[src/rtl/sprite_motion_engine_pkg.sv]
// Shared types and constants for the sprite motion engine: per-object state record,
// sweep FSM encoding, default display geometry and the per-object reset-state helper.
// No logic of its own; latency and backpressure are properties of the users.
package sprite_pkg;

    localparam int POS_W           = 10;   // coordinate width
    localparam int COLOR_W         = 3;    // palette index width
    localparam int DISP_W_DEF      = 640;
    localparam int DISP_H_DEF      = 480;
    localparam int SPRITE_SIZE_DEF = 128;

    typedef enum logic {
        ST_IDLE  = 1'b0,
        ST_SWEEP = 1'b1
    } sweep_state_t;

    typedef struct packed {
        logic [POS_W-1:0]   x;
        logic [POS_W-1:0]   y;
        logic               dir_x;   // 1 = moving right
        logic               dir_y;   // 1 = moving down
        logic [COLOR_W-1:0] color;
    } obj_state_t;

    // Staggered start so the sprites do not overlap at power-up.
    function automatic obj_state_t obj_reset_state(input int idx, input int ofs_x, input int ofs_y);
        obj_state_t s;
        int         px;
        int         py;
        px      = idx * ofs_x;
        py      = idx * ofs_y;
        s.x     = px[POS_W-1:0];
        s.y     = py[POS_W-1:0];
        s.dir_x = 1'b1;
        s.dir_y = idx[0];
        s.color = idx[COLOR_W-1:0];
        return s;
    endfunction

endpackage

[src/rtl/sprite_motion_engine_if.sv]
// Signal bundle between the frame/gamepad side and the sprite motion engine.
// master: drives frame_tick, speed and buttons, observes positions/colours/status.
// slave: the engine; all of its outputs are registered.
interface sprite_motion_engine_if #(
    parameter int NUM_OBJ = 4,
    parameter int POS_W   = sprite_pkg::POS_W,
    parameter int SPEED_W = 3
);
    logic                     frame_tick;
    logic [SPEED_W-1:0]       speed;
    logic                     btn_start;
    logic                     btn_up;
    logic                     btn_down;
    logic                     btn_left;
    logic                     btn_right;
    logic [NUM_OBJ*POS_W-1:0] pos_x;
    logic [NUM_OBJ*POS_W-1:0] pos_y;
    logic [NUM_OBJ*3-1:0]     color_idx;
    logic                     manual_mode;
    logic                     busy;
    logic [NUM_OBJ-1:0]       edge_hit;
    logic                     overrun;

    modport master (
        output frame_tick, speed, btn_start, btn_up, btn_down, btn_left, btn_right,
        input  pos_x, pos_y, color_idx, manual_mode, busy, edge_hit, overrun
    );

    modport slave (
        input  frame_tick, speed, btn_start, btn_up, btn_down, btn_left, btn_right,
        output pos_x, pos_y, color_idx, manual_mode, busy, edge_hit, overrun
    );
endinterface

[src/rtl/sprite_motion_engine_axis.sv]
// One-axis position step for a single sprite: auto bounce or gamepad-driven manual move.
// Purely combinational, zero latency.
// No backpressure; the result is consumed by the caller on the same cycle.
// Ports: pos_i/dir_i current axis state, speed_i step, max_i upper clamp,
//        manual_i selects manual mode, dec_i/inc_i button toward 0 / toward max,
//        pos_o/dir_o next axis state, bounce_o edge reached in auto mode.
module sprite_axis_step #(
    parameter int POS_W   = 10,
    parameter int SPEED_W = 3
) (
    input  logic [POS_W-1:0]   pos_i,
    input  logic               dir_i,
    input  logic [SPEED_W-1:0] speed_i,
    input  logic [POS_W-1:0]   max_i,
    input  logic               manual_i,
    input  logic               dec_i,
    input  logic               inc_i,
    output logic [POS_W-1:0]   pos_o,
    output logic               dir_o,
    output logic               bounce_o
);

    logic [POS_W-1:0] spd_n;
    logic [POS_W:0]   sum_w;
    logic [POS_W-1:0] diff_n;
    logic             at_high;
    logic             at_low;
    logic             dir_eff;

    // Sum is one bit wider so pos+speed past the top can never alias to a small value.
    assign spd_n   = {{(POS_W-SPEED_W){1'b0}}, speed_i};
    assign sum_w   = {1'b0, pos_i} + {1'b0, spd_n};
    assign diff_n  = pos_i - spd_n;
    assign at_high = (sum_w >= {1'b0, max_i});
    assign at_low  = (pos_i <= spd_n);

    // Button overrides in auto mode act before the edge test; left/up has priority.
    assign dir_eff = dec_i ? 1'b0 : (inc_i ? 1'b1 : dir_i);

    always_comb begin
        pos_o    = pos_i;
        dir_o    = dir_i;
        bounce_o = 1'b0;
        if (speed_i != '0) begin
            if (manual_i) begin
                // Opposing buttons cancel; direction is kept for the return to auto.
                if (dec_i && !inc_i) begin
                    pos_o = at_low ? '0 : diff_n;
                end else if (inc_i && !dec_i) begin
                    pos_o = at_high ? max_i : sum_w[POS_W-1:0];
                end
            end else begin
                dir_o = dir_eff;
                if (dir_eff) begin
                    if (at_high) begin
                        pos_o    = max_i;
                        dir_o    = 1'b0;
                        bounce_o = 1'b1;
                    end else begin
                        pos_o = sum_w[POS_W-1:0];
                    end
                end else begin
                    if (at_low) begin
                        pos_o    = '0;
                        dir_o    = 1'b1;
                        bounce_o = 1'b1;
                    end else begin
                        pos_o = diff_n;
                    end
                end
            end
        end
    end

endmodule

[src/rtl/sprite_motion_engine.sv]
// Per-frame motion controller for NUM_OBJ bouncing sprites, one shared update unit, one object per clock.
// Latency: sweep starts the cycle after frame_tick and takes exactly NUM_OBJ cycles (busy high throughout).
// No backpressure: a frame_tick arriving mid-sweep is dropped and flagged on overrun.
// Ports: clk, rst_n (async, active-low); bus (slave modport) carries tick/speed/buttons in,
//        packed positions, colours and status pulses out.
module sprite_motion_engine
    import sprite_pkg::*;
#(
    parameter int NUM_OBJ     = 4,
    parameter int SPRITE_SIZE = SPRITE_SIZE_DEF,
    parameter int DISP_W      = DISP_W_DEF,
    parameter int DISP_H      = DISP_H_DEF,
    parameter int SPEED_W     = 3,
    parameter int OFS_X       = 64,
    parameter int OFS_Y       = 48
) (
    input  logic                    clk,
    input  logic                    rst_n,
    sprite_motion_engine_if.slave   bus
);

    localparam int               IDX_W    = (NUM_OBJ > 1) ? $clog2(NUM_OBJ) : 1;
    localparam logic [IDX_W-1:0] LAST_IDX = IDX_W'(NUM_OBJ - 1);
    localparam logic [POS_W-1:0] MAX_X    = POS_W'(DISP_W - SPRITE_SIZE);
    localparam logic [POS_W-1:0] MAX_Y    = POS_W'(DISP_H - SPRITE_SIZE);

    sweep_state_t       state_q, state_d;
    logic [IDX_W-1:0]   idx_q, idx_d;
    obj_state_t         obj_q [NUM_OBJ];
    logic               manual_q, manual_d;
    logic               start_prev_q, start_prev_d;
    logic [NUM_OBJ-1:0] edge_q, edge_d;
    logic               overrun_q, overrun_d;

    obj_state_t         cur;
    obj_state_t         obj_upd;
    logic               obj0_sel;
    logic               man_sel;
    logic [POS_W-1:0]   nx, ny;
    logic               ndx, ndy;
    logic               bx, by;

    // ---------------- shared update unit ----------------
    assign cur      = obj_q[idx_q];
    assign obj0_sel = (idx_q == '0);
    assign man_sel  = manual_q & obj0_sel;

    sprite_axis_step #(.POS_W(POS_W), .SPEED_W(SPEED_W)) u_step_x (
        .pos_i    (cur.x),
        .dir_i    (cur.dir_x),
        .speed_i  (bus.speed),
        .max_i    (MAX_X),
        .manual_i (man_sel),
        .dec_i    (obj0_sel & bus.btn_left),
        .inc_i    (obj0_sel & bus.btn_right),
        .pos_o    (nx),
        .dir_o    (ndx),
        .bounce_o (bx)
    );

    sprite_axis_step #(.POS_W(POS_W), .SPEED_W(SPEED_W)) u_step_y (
        .pos_i    (cur.y),
        .dir_i    (cur.dir_y),
        .speed_i  (bus.speed),
        .max_i    (MAX_Y),
        .manual_i (man_sel),
        .dec_i    (obj0_sel & bus.btn_up),
        .inc_i    (obj0_sel & bus.btn_down),
        .pos_o    (ny),
        .dir_o    (ndy),
        .bounce_o (by)
    );

    // A corner hit bounces both axes but advances the colour only once.
    always_comb begin
        obj_upd       = cur;
        obj_upd.x     = nx;
        obj_upd.y     = ny;
        obj_upd.dir_x = ndx;
        obj_upd.dir_y = ndy;
        obj_upd.color = cur.color + COLOR_W'(bx | by);
    end

    // ---------------- sweep FSM ----------------
    always_comb begin
        state_d      = state_q;
        idx_d        = idx_q;
        manual_d     = manual_q;
        start_prev_d = start_prev_q;
        edge_d       = '0;
        overrun_d    = 1'b0;
        case (state_q)
            ST_IDLE: begin
                if (bus.frame_tick) begin
                    state_d      = ST_SWEEP;
                    idx_d        = '0;
                    // Start is only sampled at frame rate, which debounces it for free.
                    start_prev_d = bus.btn_start;
                    if (bus.btn_start && !start_prev_q) begin
                        manual_d = ~manual_q;
                    end
                end
            end
            ST_SWEEP: begin
                edge_d[idx_q] = bx | by;
                overrun_d     = bus.frame_tick;
                if (idx_q == LAST_IDX) begin
                    state_d = ST_IDLE;
                    idx_d   = '0;
                end else begin
                    idx_d = idx_q + 1'b1;
                end
            end
            default: begin
                state_d = ST_IDLE;
                idx_d   = '0;
            end
        endcase
    end

    always_ff @(posedge clk or negedge rst_n) begin
        if (!rst_n) begin
            state_q      <= ST_IDLE;
            idx_q        <= '0;
            manual_q     <= 1'b0;
            start_prev_q <= 1'b0;
            edge_q       <= '0;
            overrun_q    <= 1'b0;
            for (int i = 0; i < NUM_OBJ; i++) begin
                obj_q[i] <= obj_reset_state(i, OFS_X, OFS_Y);
            end
        end else begin
            state_q      <= state_d;
            idx_q        <= idx_d;
            manual_q     <= manual_d;
            start_prev_q <= start_prev_d;
            edge_q       <= edge_d;
            overrun_q    <= overrun_d;
            // Only the object under the sweep pointer moves, so each object's
            // outputs stay frame-consistent outside its own update cycle.
            if (state_q == ST_SWEEP) begin
                obj_q[idx_q] <= obj_upd;
            end
        end
    end

    // ---------------- outputs (all from registers) ----------------
    always_comb begin
        bus.pos_x     = '0;
        bus.pos_y     = '0;
        bus.color_idx = '0;
        for (int i = 0; i < NUM_OBJ; i++) begin
            bus.pos_x[i*POS_W +: POS_W]       = obj_q[i].x;
            bus.pos_y[i*POS_W +: POS_W]       = obj_q[i].y;
            bus.color_idx[i*COLOR_W +: COLOR_W] = obj_q[i].color;
        end
    end

    assign bus.manual_mode = manual_q;
    assign bus.busy        = (state_q == ST_SWEEP);
    assign bus.edge_hit    = edge_q;
    assign bus.overrun     = overrun_q;

endmodule
[src/flat_wrapper.sv]
// flat-port wrapper written by rule: the top's interface ports become plain ports
module sprite_motion_engine_flat import sprite_pkg::*;
#(
    parameter int NUM_OBJ     = 4,
    parameter int SPRITE_SIZE = SPRITE_SIZE_DEF,
    parameter int DISP_W      = DISP_W_DEF,
    parameter int DISP_H      = DISP_H_DEF,
    parameter int SPEED_W     = 3,
    parameter int OFS_X       = 64,
    parameter int OFS_Y       = 48
)
  (clk, rst_n, bus_frame_tick, bus_speed, bus_btn_start, bus_btn_up, bus_btn_down, bus_btn_left, bus_btn_right, bus_pos_x, bus_pos_y, bus_color_idx, bus_manual_mode, bus_busy, bus_edge_hit, bus_overrun);
  sprite_motion_engine_if #(.NUM_OBJ(NUM_OBJ), .SPEED_W(SPEED_W)) bus_i ();
  input  logic clk;
  input  logic rst_n;
  input wire logic [$bits(bus_i.frame_tick)-1:0] bus_frame_tick;
  input wire logic [$bits(bus_i.speed)-1:0] bus_speed;
  input wire logic [$bits(bus_i.btn_start)-1:0] bus_btn_start;
  input wire logic [$bits(bus_i.btn_up)-1:0] bus_btn_up;
  input wire logic [$bits(bus_i.btn_down)-1:0] bus_btn_down;
  input wire logic [$bits(bus_i.btn_left)-1:0] bus_btn_left;
  input wire logic [$bits(bus_i.btn_right)-1:0] bus_btn_right;
  output wire logic [$bits(bus_i.pos_x)-1:0] bus_pos_x;
  output wire logic [$bits(bus_i.pos_y)-1:0] bus_pos_y;
  output wire logic [$bits(bus_i.color_idx)-1:0] bus_color_idx;
  output wire logic [$bits(bus_i.manual_mode)-1:0] bus_manual_mode;
  output wire logic [$bits(bus_i.busy)-1:0] bus_busy;
  output wire logic [$bits(bus_i.edge_hit)-1:0] bus_edge_hit;
  output wire logic [$bits(bus_i.overrun)-1:0] bus_overrun;
  assign bus_i.frame_tick = bus_frame_tick;
  assign bus_i.speed = bus_speed;
  assign bus_i.btn_start = bus_btn_start;
  assign bus_i.btn_up = bus_btn_up;
  assign bus_i.btn_down = bus_btn_down;
  assign bus_i.btn_left = bus_btn_left;
  assign bus_i.btn_right = bus_btn_right;
  assign bus_pos_x = bus_i.pos_x;
  assign bus_pos_y = bus_i.pos_y;
  assign bus_color_idx = bus_i.color_idx;
  assign bus_manual_mode = bus_i.manual_mode;
  assign bus_busy = bus_i.busy;
  assign bus_edge_hit = bus_i.edge_hit;
  assign bus_overrun = bus_i.overrun;
  sprite_motion_engine #(.NUM_OBJ(NUM_OBJ), .SPRITE_SIZE(SPRITE_SIZE), .DISP_W(DISP_W), .DISP_H(DISP_H), .SPEED_W(SPEED_W), .OFS_X(OFS_X), .OFS_Y(OFS_Y)) u_core (.clk(clk), .rst_n(rst_n), .bus(bus_i));
endmodule
[config.mk]
export PLATFORM = sky130hd
export DESIGN_NAME = sprite_motion_engine_flat
export DESIGN_NICKNAME = d
export VERILOG_FILES = /design/src/rtl/sprite_motion_engine_pkg.sv /design/src/rtl/sprite_motion_engine_if.sv /design/src/rtl/sprite_motion_engine_axis.sv /design/src/rtl/sprite_motion_engine.sv /design/src/flat_wrapper.sv
export SDC_FILE = /design/constraint.sdc
export NUM_CORES = 1
export LEC_CHECK = 0
export CAP_MARGIN = 20
export CELL_PAD_IN_SITES_DETAIL_PLACEMENT = 0
export CELL_PAD_IN_SITES_GLOBAL_PLACEMENT = 1
export CORE_MARGIN = 1
export CORE_UTILIZATION = 25
export DETAILED_ROUTE_END_ITERATION = 10
export HOLD_SLACK_MARGIN = 0.12
export PLACE_DENSITY = 0.53
export SYNTH_ARGS = -nofsm -noshare
export SYNTH_HDL_FRONTEND = slang
export SYNTH_HIERARCHICAL = 1
export SYNTH_SLANG_ARGS = --single-unit
export TNS_END_PERCENT = 20
[constraint.sdc]
create_clock -name clk -period 5.6 [get_ports clk]
set_input_delay 0.56 -clock clk [delete_from_list [all_inputs] [get_ports clk]]
set_output_delay 0.56 -clock clk [all_outputs]
set_load 0.01 [all_outputs]
* Yosys cells after proc, flatten, opt, wreduce, memory -nomap -nowiden
Cells that the tools add are included.
Word-level totals: register bits 110, bits in latches 0, memory bits (writable) 0, ROM bits 0, input port bits 11, output and inout port bits 99, word-level logic and storage cells 121, memories kept 0
Operators by class: add/sub/neg operators 6, multiply operators 0, div/mod/pow operators 0, magnitude comparators 8, equal/unequal tests 2, shifts and indexed selects 0, muxes and demuxes 52, bitwise operators 11, reductions and logical operators 16
Operator list (number):
- $mux W10 | 14
- $bwmux W100 | 1
- $mux W25 | 3
- $bmux W25 S2 | 1
- $demux W25 S2 | 1
- $mux W1 | 26
- $add A10 B3 Y11 | 2
- $le A10 B3 Y1 | 2
- $sub A10 B3 Y10 | 2
- $ge A11 B10 Y1 const B | 1
- $ge A11 B9 Y1 const B | 1
- $logic_and A1 B1 Y1 | 7
- $and A1 B1 Y1 | 5
- $logic_not A1 Y1 | 5
- $and A4 B4 Y4 | 1
- $mux W2 | 2
- $mux W4 | 1
- $pmux W2 S2 | 1
- $add A3 B3 Y3 | 1
- $ge A3 B3 Y1 const B | 1
- $lt A2 B3 Y1 const B | 1
- $lt A3 B1 Y1 const B | 1
- $not A2 Y3 | 1
- $reduce_and A3 Y1 | 1
- 11 further kinds | 13

* Longest topological paths before layout
Gate-level depths: netlist (run 1).
depth after elaboration 13, mapped depth 24

* Hierarchy
Netlist (run 1), hierarchy kept.
By module, submodules not included:
- sprite_motion_engine | instances 1, cells each 383, area each 5506.5 um2, seq. area each 2777.7 um2
- sprite_axis_step at u_core.u_step_x | instances 1, cells each 196, area each 1375.1 um2, seq. area each 0.0 um2
- sprite_axis_step at u_core.u_step_y | instances 1, cells each 201, area each 1375.1 um2, seq. area each 0.0 um2

* Least setup slack after synthesis (run 1)
Ideal clock, no wire load.
kind register -> register, start point register u_core.idx_q[0], end point register u_core.obj_q (netlist bit u_core/bus.color_idx[1]), setup time 0.125 ns, data arrival time 4.740 ns, data required time 5.475 ns, path slack 0.735 ns, cell stages (with the launch flop) 22, buffers on the path 3, cells stage by stage dfrtp_1 > buf_6 > buf_4 > mux4_2 > ha_1 > nand2b_1 > a221oi_2 > nand2_1 > xnor2_1 > ha_1 > a22o_1 > nor4_4 > o221ai_2 > a32o_2 > buf_6 > mux2i_1 > nor3_1 > nor2_1 > inv_1 > ha_1 > ha_1 > mux2_2
RTL lines:
- start, declared | line sprite_motion_engine.sv:28 | logic [IDX_W-1:0] idx_q, idx_d;
- start signal, assigned | line sprite_motion_engine.sv:134 | idx_q <= idx_d;
- end signal, assigned by index | line sprite_motion_engine.sv:130 | obj_q[i] <= obj_reset_state(i, OFS_X, OFS_Y);
- end signal, assigned by index | line sprite_motion_engine.sv:142 | obj_q[idx_q] <= obj_upd;
- end, declared | line sprite_motion_engine.sv:29 | obj_state_t obj_q [NUM_OBJ];

==> reports/results.ini, run 1 <==
[worst_setup_path]
arrival_ns = 5.39
path_buf_inv = 1
critPathRequiredTime_ns = 5.80
cp_max_fo = 13
cp-end-kind = flop
cp_cell_sequence = mux4_2, ha_1, nand2b_1, a221oi_2, nand2_1, xnor2_1, ha_1, a22o_1, nor4_4, o221ai_2, a32o_2, mux2i_1, nor3_1, nor2_1, inv_1, ha_1, ha_1, xnor2_2, o21ai_0
crit_slowest_cell = dfrtp_2
slowest_delay_ns = 0.71
path_delay_family = adder cells
criticalPathCategory = reg2reg
cp-start-kind = flop
cpMostUsedCell = ha_1

[timing]
finalSetupViolCount = 0
slew_headroom_pct = 38.12
finalCritPeriodShare_pct = 92.76
clock.fmax_mhz = 192.5
final.setup.tns_ns = 0
skew_ns = 0.01598
tightestPinTransition_ns = 0.9250
maxSlewViolCount = 0
period_minus_slack_ns = 5.195
hold_viol = 0
rsz0062_at_grt = false

[synth]
synth_cell_types = 91
ys_async_sr_fraction_pct = 100.0
synthCells = 780
synth_area_leaders = dfrtp_1, mux2_2, buf_4
yosysMostFrequentCell = mux2_2
yosysTopAreaCell = dfrtp_1
yosysWarnings = 6
yosysSeqAreaShare_pct = 33.64
syn_avg_cell_area_sq_um = 10.59
synth_common_cells = mux2_2, buf_4, dfrtp_1
yosys.area.top_type_share_pct = 27.28
synth_edf_count = 0
syn-cell-area_sq_mm = 0.008257
synth_ff_type = dfrtp_1
ys_seq_elements = 110

[grt]
grtUsageTotal_pct = 14.25
busiest_layer = met2
grt.overflow.total = 0
use_met1_pct = 20.48
antenna_found_initial = 1
grt_use_met2_pct = 22.03
gr-usage-met3_pct = 2.575
grt_max_degree = 58
grt_pass1_vias = 5914
grt_first_pass_wirelength_microns = 36240

[routing]
dr.pass1.iters = 4
drc = 0
drtAntennaViolNets = 0
vias_per_cell = 4.569
vias = 5793
wirelength_microns = 23490
wire_per_inst_microns = 18.52
drt_iter0_markers = 333

[status]
outcome = finished clean

[floorplanning]
die_area_sq_mm = 0.03376
start_util_pct = 25.38
die_h_microns = 183.7
rows = 66
die_x_microns = 183.7
io-pin-count = 110
core-area_sq_mm = 0.03254

[placement]
routabilityCongestion = 0.8213
io_buffers = 109
dpl.hpwl_microns = 17140

[clock_network]
clkTransAtPathRegs_ns = 0.08
cts_resized = 0
cts_hold_buf = 0
insertion_delay_ns = 0.36
cts_sinks = 110
root_buffer = clkbuf_16
htree_levels = 3
cts_setup_buffers = 0
cts_buffer_depth = 2
numCtsBuffers = 9
cts_tree = yes

[final_layout]
layout.nets = 873
syn2layout_area_growth_pct = 15.50
drive_gt1_share_pct = 25.09
fill_cells = 3457

[job]
drv_cap = 0

[worst_hold_path]
hold_class = in2async

-- flip-flops by register name (all words and copies together) (netlist names) --
| signal | cells |
|---|---|
| u_core/bus.pos_y | 40 |
| u_core/bus.busy | 1 |
| u_core/bus.overrun | 1 |
| u_core/bus.color_idx | 12 |
| u_core/idx_q | 2 |
| u_core/bus.manual_mode | 1 |
| u_core/bus.pos_x | 40 |
| u_core/bus.edge_hit | 4 |
| u_core/obj_q | 8 |
| u_core/start_prev_q | 1 |
-- final timing paths --
kind	start	end	slack, ns	depth (start not counted)
max reg2reg	u_core/idx_q[0]	u_core/bus.color_idx[8]	0.41	19
min	rst_n	u_core/bus.color_idx[1]	0.25	1
min reg2reg	u_core/bus.manual_mode	u_core/bus.manual_mode	0.50	1
max in group asynchronous	rst_n	u_core/bus.pos_y[38]	4.09	2
min in group clk	u_core/bus.manual_mode	u_core/bus.manual_mode	0.50	1
max	u_core/idx_q[0]	u_core/bus.color_idx[8]	0.41	19
-- per-stage QoR --
| step | hold WS, ns | std cells | setup WS, ns | util, % | area (sq um) |
|---|---|---|---|---|---|
| finish | 0.2547 | 1268 | 0.4054 | 29.31 | 9537 |
| global route | 0.3025 | 1267 | 0.04504 | 29.30 | 9534 |
| CTS | 0.2743 | 1267 | 0.3772 | 29.30 | 9534 |
| detailed placement | 0.4826 | 1251 | 0.3976 | 28.38 | 9234 |
| global placement | 0.4894 | 1251 | 0.4878 | 28.38 | 9234 |
| floorplan | 0.2644 | 813 | 0.7349 | - | 8381 |
-- layer usage --
layer / wire [microns] / vias up
met5: 0 / -
met1: 11760 / 2921
li1: - / 2744
met2: 10550 / 120
met4: 173 / 0
met3: 1011 / 8
-- layout make-up --
class                      count  area (sq um)  share of cell area, %
timing repair buffer         125          1209                  12.67
tap                          442         553.0                  5.799
clock buffer                  11         232.7                  2.440
clock inverter                 5         67.56                 0.7085
multi-input combinational    531          4532                  47.52
inverter                      43         161.4                  1.692
sequential                   110          2779                  29.14
antenna                        1         2.502                0.02624
-- cell families after synthesis --
| group | count (synthesis) | synth area share (%) |
|---|---|---|
| other | 2 | 0.09096 |
| XOR/XNOR | 22 | 2.425 |
| AND/OR/NAND/NOR | 165 | 10.93 |
| buffers and inverters | 172 | 12.97 |
| flip-flops | 110 | 33.64 |
| AO/OA/AOI/OAI | 130 | 11.02 |
| multiplexers | 137 | 22.20 |
| adder cells (fa/ha/maj) | 42 | 6.728 |
-- cell usage in the layout, fill, tap and decap left out, types with 4 or more instances in the layout --
master and instances:
xnor2_1 12, nor2b_1 4, ha_1 38, nand3_1 10
a22oi_1 10, and2_1 8, nand2_1 43, nor3_2 5
mux2_2 98, clkdlybuf4s50_1 108, mux2i_1 11, a31oi_1 4
mux4_1 4, dfrtp_1 89, a21o_1 4, fa_1 4
mux4_2 21, nor3_1 11, nor2_1 42, conb_1 35
o21ai_0 30, inv_1 42, a211oi_1 6, o21ai_1 12
clkbuf_16 9, dfstp_2 20, nand2b_1 8, nand2_2 4
o211ai_1 5, buf_4 17, a21oi_1 21, xor2_1 9
-- worst reg2reg max path: cells and delay by family, from the launching register on --
family | cells | cell delay (ns)
AO/OA/AOI/OAI | 5 | 1.08
buffers and inverters | 1 | 0.08
AND/OR/NAND/NOR | 5 | 0.88
multiplexers | 2 | 0.81
flip-flops | 1 | 0.71
XOR/XNOR | 2 | 0.39
adder cells (fa/ha/maj) | 4 | 1.09
Power of run 1 is not shown: default switching activity piles up to over one toggle a cycle in this logic, so the estimate is an artifact.
==> inputs of run 2 (changes only) <==
- CORE_UTILIZATION: 25 -> 30
- PLACE_DENSITY: 0.53 -> 0.61
==> reports/results.ini, run 2 (synthesized netlist as in run 1, its figures left out) <==
[worst_setup_path]
cp-end-kind = flop
reg2reg_from = u_core/idx_q[1]
cp-start-kind = flop
path_delay_family = adder cells
criticalPathCategory = reg2reg
crit_cells = 19
cp_cell_sequence = buf_4, mux4_2, ha_1, o21ba_1, nor2_1, nand2_1, xnor2_1, ha_1, a22o_1, nor4_4, o221ai_2, a32o_2, mux2i_1, nor3_1, nor2_1, inv_1, ha_1, ha_1, mux2_2
cpMostUsedCell = ha_1
cp_max_fo = 12
r2r_slack_ns = 0.49
crit_slowest_cell = dfrtp_1
critPathRequiredTime_ns = 5.84
path_buf_inv = 2
worstReg2RegEnd = u_core/bus.color_idx[1]
arrival_ns = 5.35
r2r_cells = 19
slowest_delay_ns = 0.72

[timing]
rsz0062_at_grt = false
maxSlewViolCount = 0
finalCritPeriodShare_pct = 91.32
finalSetupViolCount = 0
clock.fmax_mhz = 195.5
final.setup.tns_ns = 0
setup_ws_ns = 0.4861
period_minus_slack_ns = 5.114
hold_ws_ns = 0.2806
tightestPinTransition_ns = 0.9242
skew_ns = 0.01533
slew_headroom_pct = 38.17
hold_viol = 0

[clock_network]
cts_hold_buf = 0
cts_setup_buffers = 0
numCtsBuffers = 9
clkTransAtPathRegs_ns = 0.08
cts_sinks = 110
insertion_delay_ns = 0.36
cts_buffer_depth = 2
cts_resized = 0
htree_levels = 3
cts_tree = yes
root_buffer = clkbuf_16

[placement]
dpl.hpwl_microns = 16230
routabilityCongestion = 0.8367
io_buffers = 109
pre_cts_ws_ns = 0.4878

[grt]
grt_first_pass_wirelength_microns = 35330
grt.overflow.total = 0
antenna_found_initial = 1
grt_pass1_vias = 5776
grtUsageTotal_pct = 16.47
grt_max_degree = 60

[final_layout]
num_antenna_cells = 0
layout_common_cells = clkdlybuf4s50_1, mux2_2, dfrtp_1
syn2layout_area_growth_pct = 13.97
layout_commonest_cell = clkdlybuf4s50_1
fill_cells = 2655
drive_gt1_share_pct = 25.12
layout.nets = 872

[job]
drv_cap = 0

[floorplanning]
start_util_pct = 30.64
io-pin-count = 110
rows = 60
die_area_sq_mm = 0.02819
die_x_microns = 167.9
core-area_sq_mm = 0.02695
die_h_microns = 167.9

[routing]
drc = 0
wire_per_inst_microns = 19.20
drtAntennaViolNets = 0
wirelength_microns = 22370
vias_per_cell = 4.944
drt_iter0_markers = 289
dr.pass1.iters = 5
vias = 5760

[worst_hold_path]
hold_class = in2async

[status]
outcome = finished clean

==> run 2: cell type report <==
class                   count  area, sq um  share of cell area, %
clock buffers              11        242.7                  2.579
clock inverters             5        67.56                 0.7180
inverters                  43        161.4                  1.715
multi-input cells         531         4532                  48.16
flip-flops and latches    110         2779                  29.53
well taps                 341        426.7                  4.534
repair buffers            124         1201                  12.76
==> run 2: stage by stage <==
stage | util (%) | std cells | area [sq um]
2_1_floorplan | - | 813 | 8381
3_3_place_gp | 33.77 | 1149 | 9100
3_5_place_dp | 33.77 | 1149 | 9100
4_1_cts | 34.92 | 1165 | 9410
5_1_grt | 34.92 | 1165 | 9410
6_report | 34.92 | 1165 | 9410
==> run 2: layer usage <==
layer	wire [microns]	vias up	track usage, %
li1	-	2749	-
met3	1111	17	2.985
met2	10120	140	25.49
met1	10860	2852	23.38
met5	8	-	0
met4	280	2	4.627
==> run 2: how the worst max path moves through the flow <==
stage / slack [ns] / endpoint / startpoint
3_5_place_dp: 0.49 / u_core/bus.color_idx[2] / bus_speed[2]
2_1_floorplan: 0.73 / u_core/bus.color_idx[1] / u_core/idx_q[0]
3_3_place_gp: 0.63 / u_core/bus.color_idx[4] / bus_speed[2]
4_1_cts: 0.49 / u_core/bus.color_idx[1] / u_core/idx_q[1]
5_1_grt: 0.07 / u_core/bus.color_idx[2] / u_core/idx_q[1]
6_report: 0.49 / u_core/bus.color_idx[1] / u_core/idx_q[1]
Power of run 2 is left out for the same reason.
==> inputs of run 3 (changes only) <==
- ABC_AREA: not set -> 1
- HOLD_SLACK_MARGIN: 0.12 -> 0.03
- PLACE_DENSITY: 0.61 -> 0.65
- SLEW_MARGIN: not set -> 30
==> reports/results.ini, run 3 <==
[status]
outcome = finished clean

[worst_setup_path]
crit_slowest_cell = dfrtp_2
reg2reg_from = u_core/idx_q[0]
cpMostUsedCell = nand2_1
startpoint = u_core/idx_q[0]
critPathRequiredTime_ns = 5.84
cp_max_fo = 52
slowest_delay_ns = 0.58
arrival_ns = 5.32
cp-start-kind = flop
worstReg2RegEnd = u_core/bus.color_idx[8]
cp-end-kind = flop
crit_path_end = u_core/bus.color_idx[8]
r2r_cells = 31
r2r_slack_ns = 0.52
criticalPathCategory = reg2reg

[placement]
io_buffers = 109
routabilityCongestion = 0.8893
dpl.hpwl_microns = 21090

[final_layout]
layout_commonest_cell = nand2_1
num_antenna_cells = 0
utilization_pct = 34.82
layout.nets = 1349
drive_gt1_share_pct = 9.531
layout_common_cells = nand2_1, inv_1, o21ai_0
fill_cells = 3152
syn2layout_area_growth_pct = 13.35

[floorplanning]
start_util_pct = 30.72
die_h_microns = 174.1
io-pin-count = 110
die_x_microns = 174.1
rows = 62
die_area_sq_mm = 0.03032
core-area_sq_mm = 0.02894

[routing]
drc = 0
wire_per_inst_microns = 16.47
vias_per_cell = 4.693
drt_iter0_markers = 561
met1_length_microns = 13180
top_layer_used = met4
dr.pass1.iters = 5
wl_met2_microns = 13330
wl_met3_microns = 901
wirelength_microns = 27760
vias = 7907
drtAntennaViolNets = 0

[grt]
grt.overflow.total = 0
grtUsageTotal_pct = 18.50
grt_max_degree = 65
antenna_found_initial = 0
grt_first_pass_wirelength_microns = 43820
grt_pass1_vias = 7594

[clock_network]
clkTransAtPathRegs_ns = 0.08
htree_levels = 3
numCtsBuffers = 9
cts_hold_buf = 0
cts_resized = 0
root_buffer = clkbuf_16
cts_sinks = 110
insertion_delay_ns = 0.36
cts_setup_buffers = 0
cts_tree = yes
cts_buffer_depth = 2

[timing]
final.setup.tns_ns = 0
finalCritPeriodShare_pct = 90.65
tightestPinTransition_ns = 0.9272
skew_ns = 0.01193
slew_headroom_pct = 37.85
maxSlewViolCount = 0
period_minus_slack_ns = 5.076
finalSetupViolCount = 0
hold_viol = 0
rsz0062_at_grt = false
clock.fmax_mhz = 197.0

[synth]
yosysTopAreaCell = dfrtp_1
yosysMostFrequentCell = nand2_1
yosysWarnings = 6
ys_seq_elements = 110
ys_async_sr_fraction_pct = 100.0
synth_edf_count = 0
synth_ff_type = dfrtp_1
synth_cell_types = 49
synth_area_leaders = dfrtp_1, nand2_1, o21ai_0
syn_avg_cell_area_sq_um = 6.982
synth_common_cells = nand2_1, inv_1, o21ai_0
yosysSeqAreaShare_pct = 31.25
syn-cell-area_sq_mm = 0.008889
yosys.area.top_type_share_pct = 25.34
synthCells = 1273

[job]
drv_cap = 0

[worst_hold_path]
hold_class = in2async

==> run 3: cell count changes in the layout (fill, tap and decap cells not counted), moves of 23 or more <==
cell and change:
nand2_1 +264, o21ai_0 +133, inv_1 +122, mux2_2 -98, nand3_1 +72, nor2_1 +59, o22ai_1 +23
==> run 3: logic make-up (layout without fill, tap and decap cells) <==
kind of cell	count (synthesis)	in the layout	synth area share, %
and+or+nand+nor	555	555	27.62
buffers and inverters	311	316	18.55
AOI/OAI and AO/OA	239	239	14.78
DFF	110	110	31.25
adders and majority gates	42	42	6.250
xor gates and xnor gates	14	14	1.464
other	2	25	0.08449
==> run 3: worst min path at each step <==
stage	endpoint	startpoint	slack (ns)
after global routing	u_core/bus.color_idx[0]	rst_n	0.27
after detailed placement	u_core/obj_q[28]	u_core/obj_q[28]	0.47
after global placement	u_core/obj_q[28]	u_core/obj_q[28]	0.46
final	u_core/bus.color_idx[0]	rst_n	0.21
after floorplan	u_core/bus.busy	rst_n	0.26
after CTS	u_core/bus.color_idx[0]	rst_n	0.23
==> run 3: metrics by stage <==
| stage | setup slack (ns) | hold WS, ns | cells | cell area (sq um) |
|---|---|---|---|---|
| floorplan | 1.268 | 0.2644 | 1296 | 8975 |
| global placement | 0.4207 | 0.4622 | 1669 | 9714 |
| detailed placement | 0.3504 | 0.4712 | 1669 | 9714 |
| CTS | 0.3306 | 0.2313 | 1685 | 10050 |
| global route | 0.06160 | 0.2656 | 1685 | 10070 |
| finish | 0.5237 | 0.2085 | 1685 | 10070 |
==> run 3: layout make-up <==
cell class | instances | area (sq um) | area share (%)
multi-input cells | 875 | 4569 | 45.35
clock buffers | 9 | 225.2 | 2.235
inverters | 170 | 648.1 | 6.433
well taps | 384 | 480.5 | 4.769
repair buffers | 130 | 1259 | 12.49
flip-flops and latches | 110 | 2779 | 27.58
clock inverters | 7 | 113.9 | 1.130
==> run 3: worst max-delay path: cells and delay by family, from the launching register on <==
family                     cells  cell delay (ns)
adders and majority gates      5             1.27
AOI/OAI and AO/OA              6             1.15
and+or+nand+nor               12             1.03
buffers and inverters          8             0.89
DFF                            1             0.58
==> run 3: metal layers <==
layer / track usage (%) / up-vias
met5: 0 / -
met4: 4.276 / 0
met3: 2.187 / 21
met2: 31.37 / 161
met1: 25.01 / 3737
li1: - / 3988
Power of run 3 is left out for the same reason.
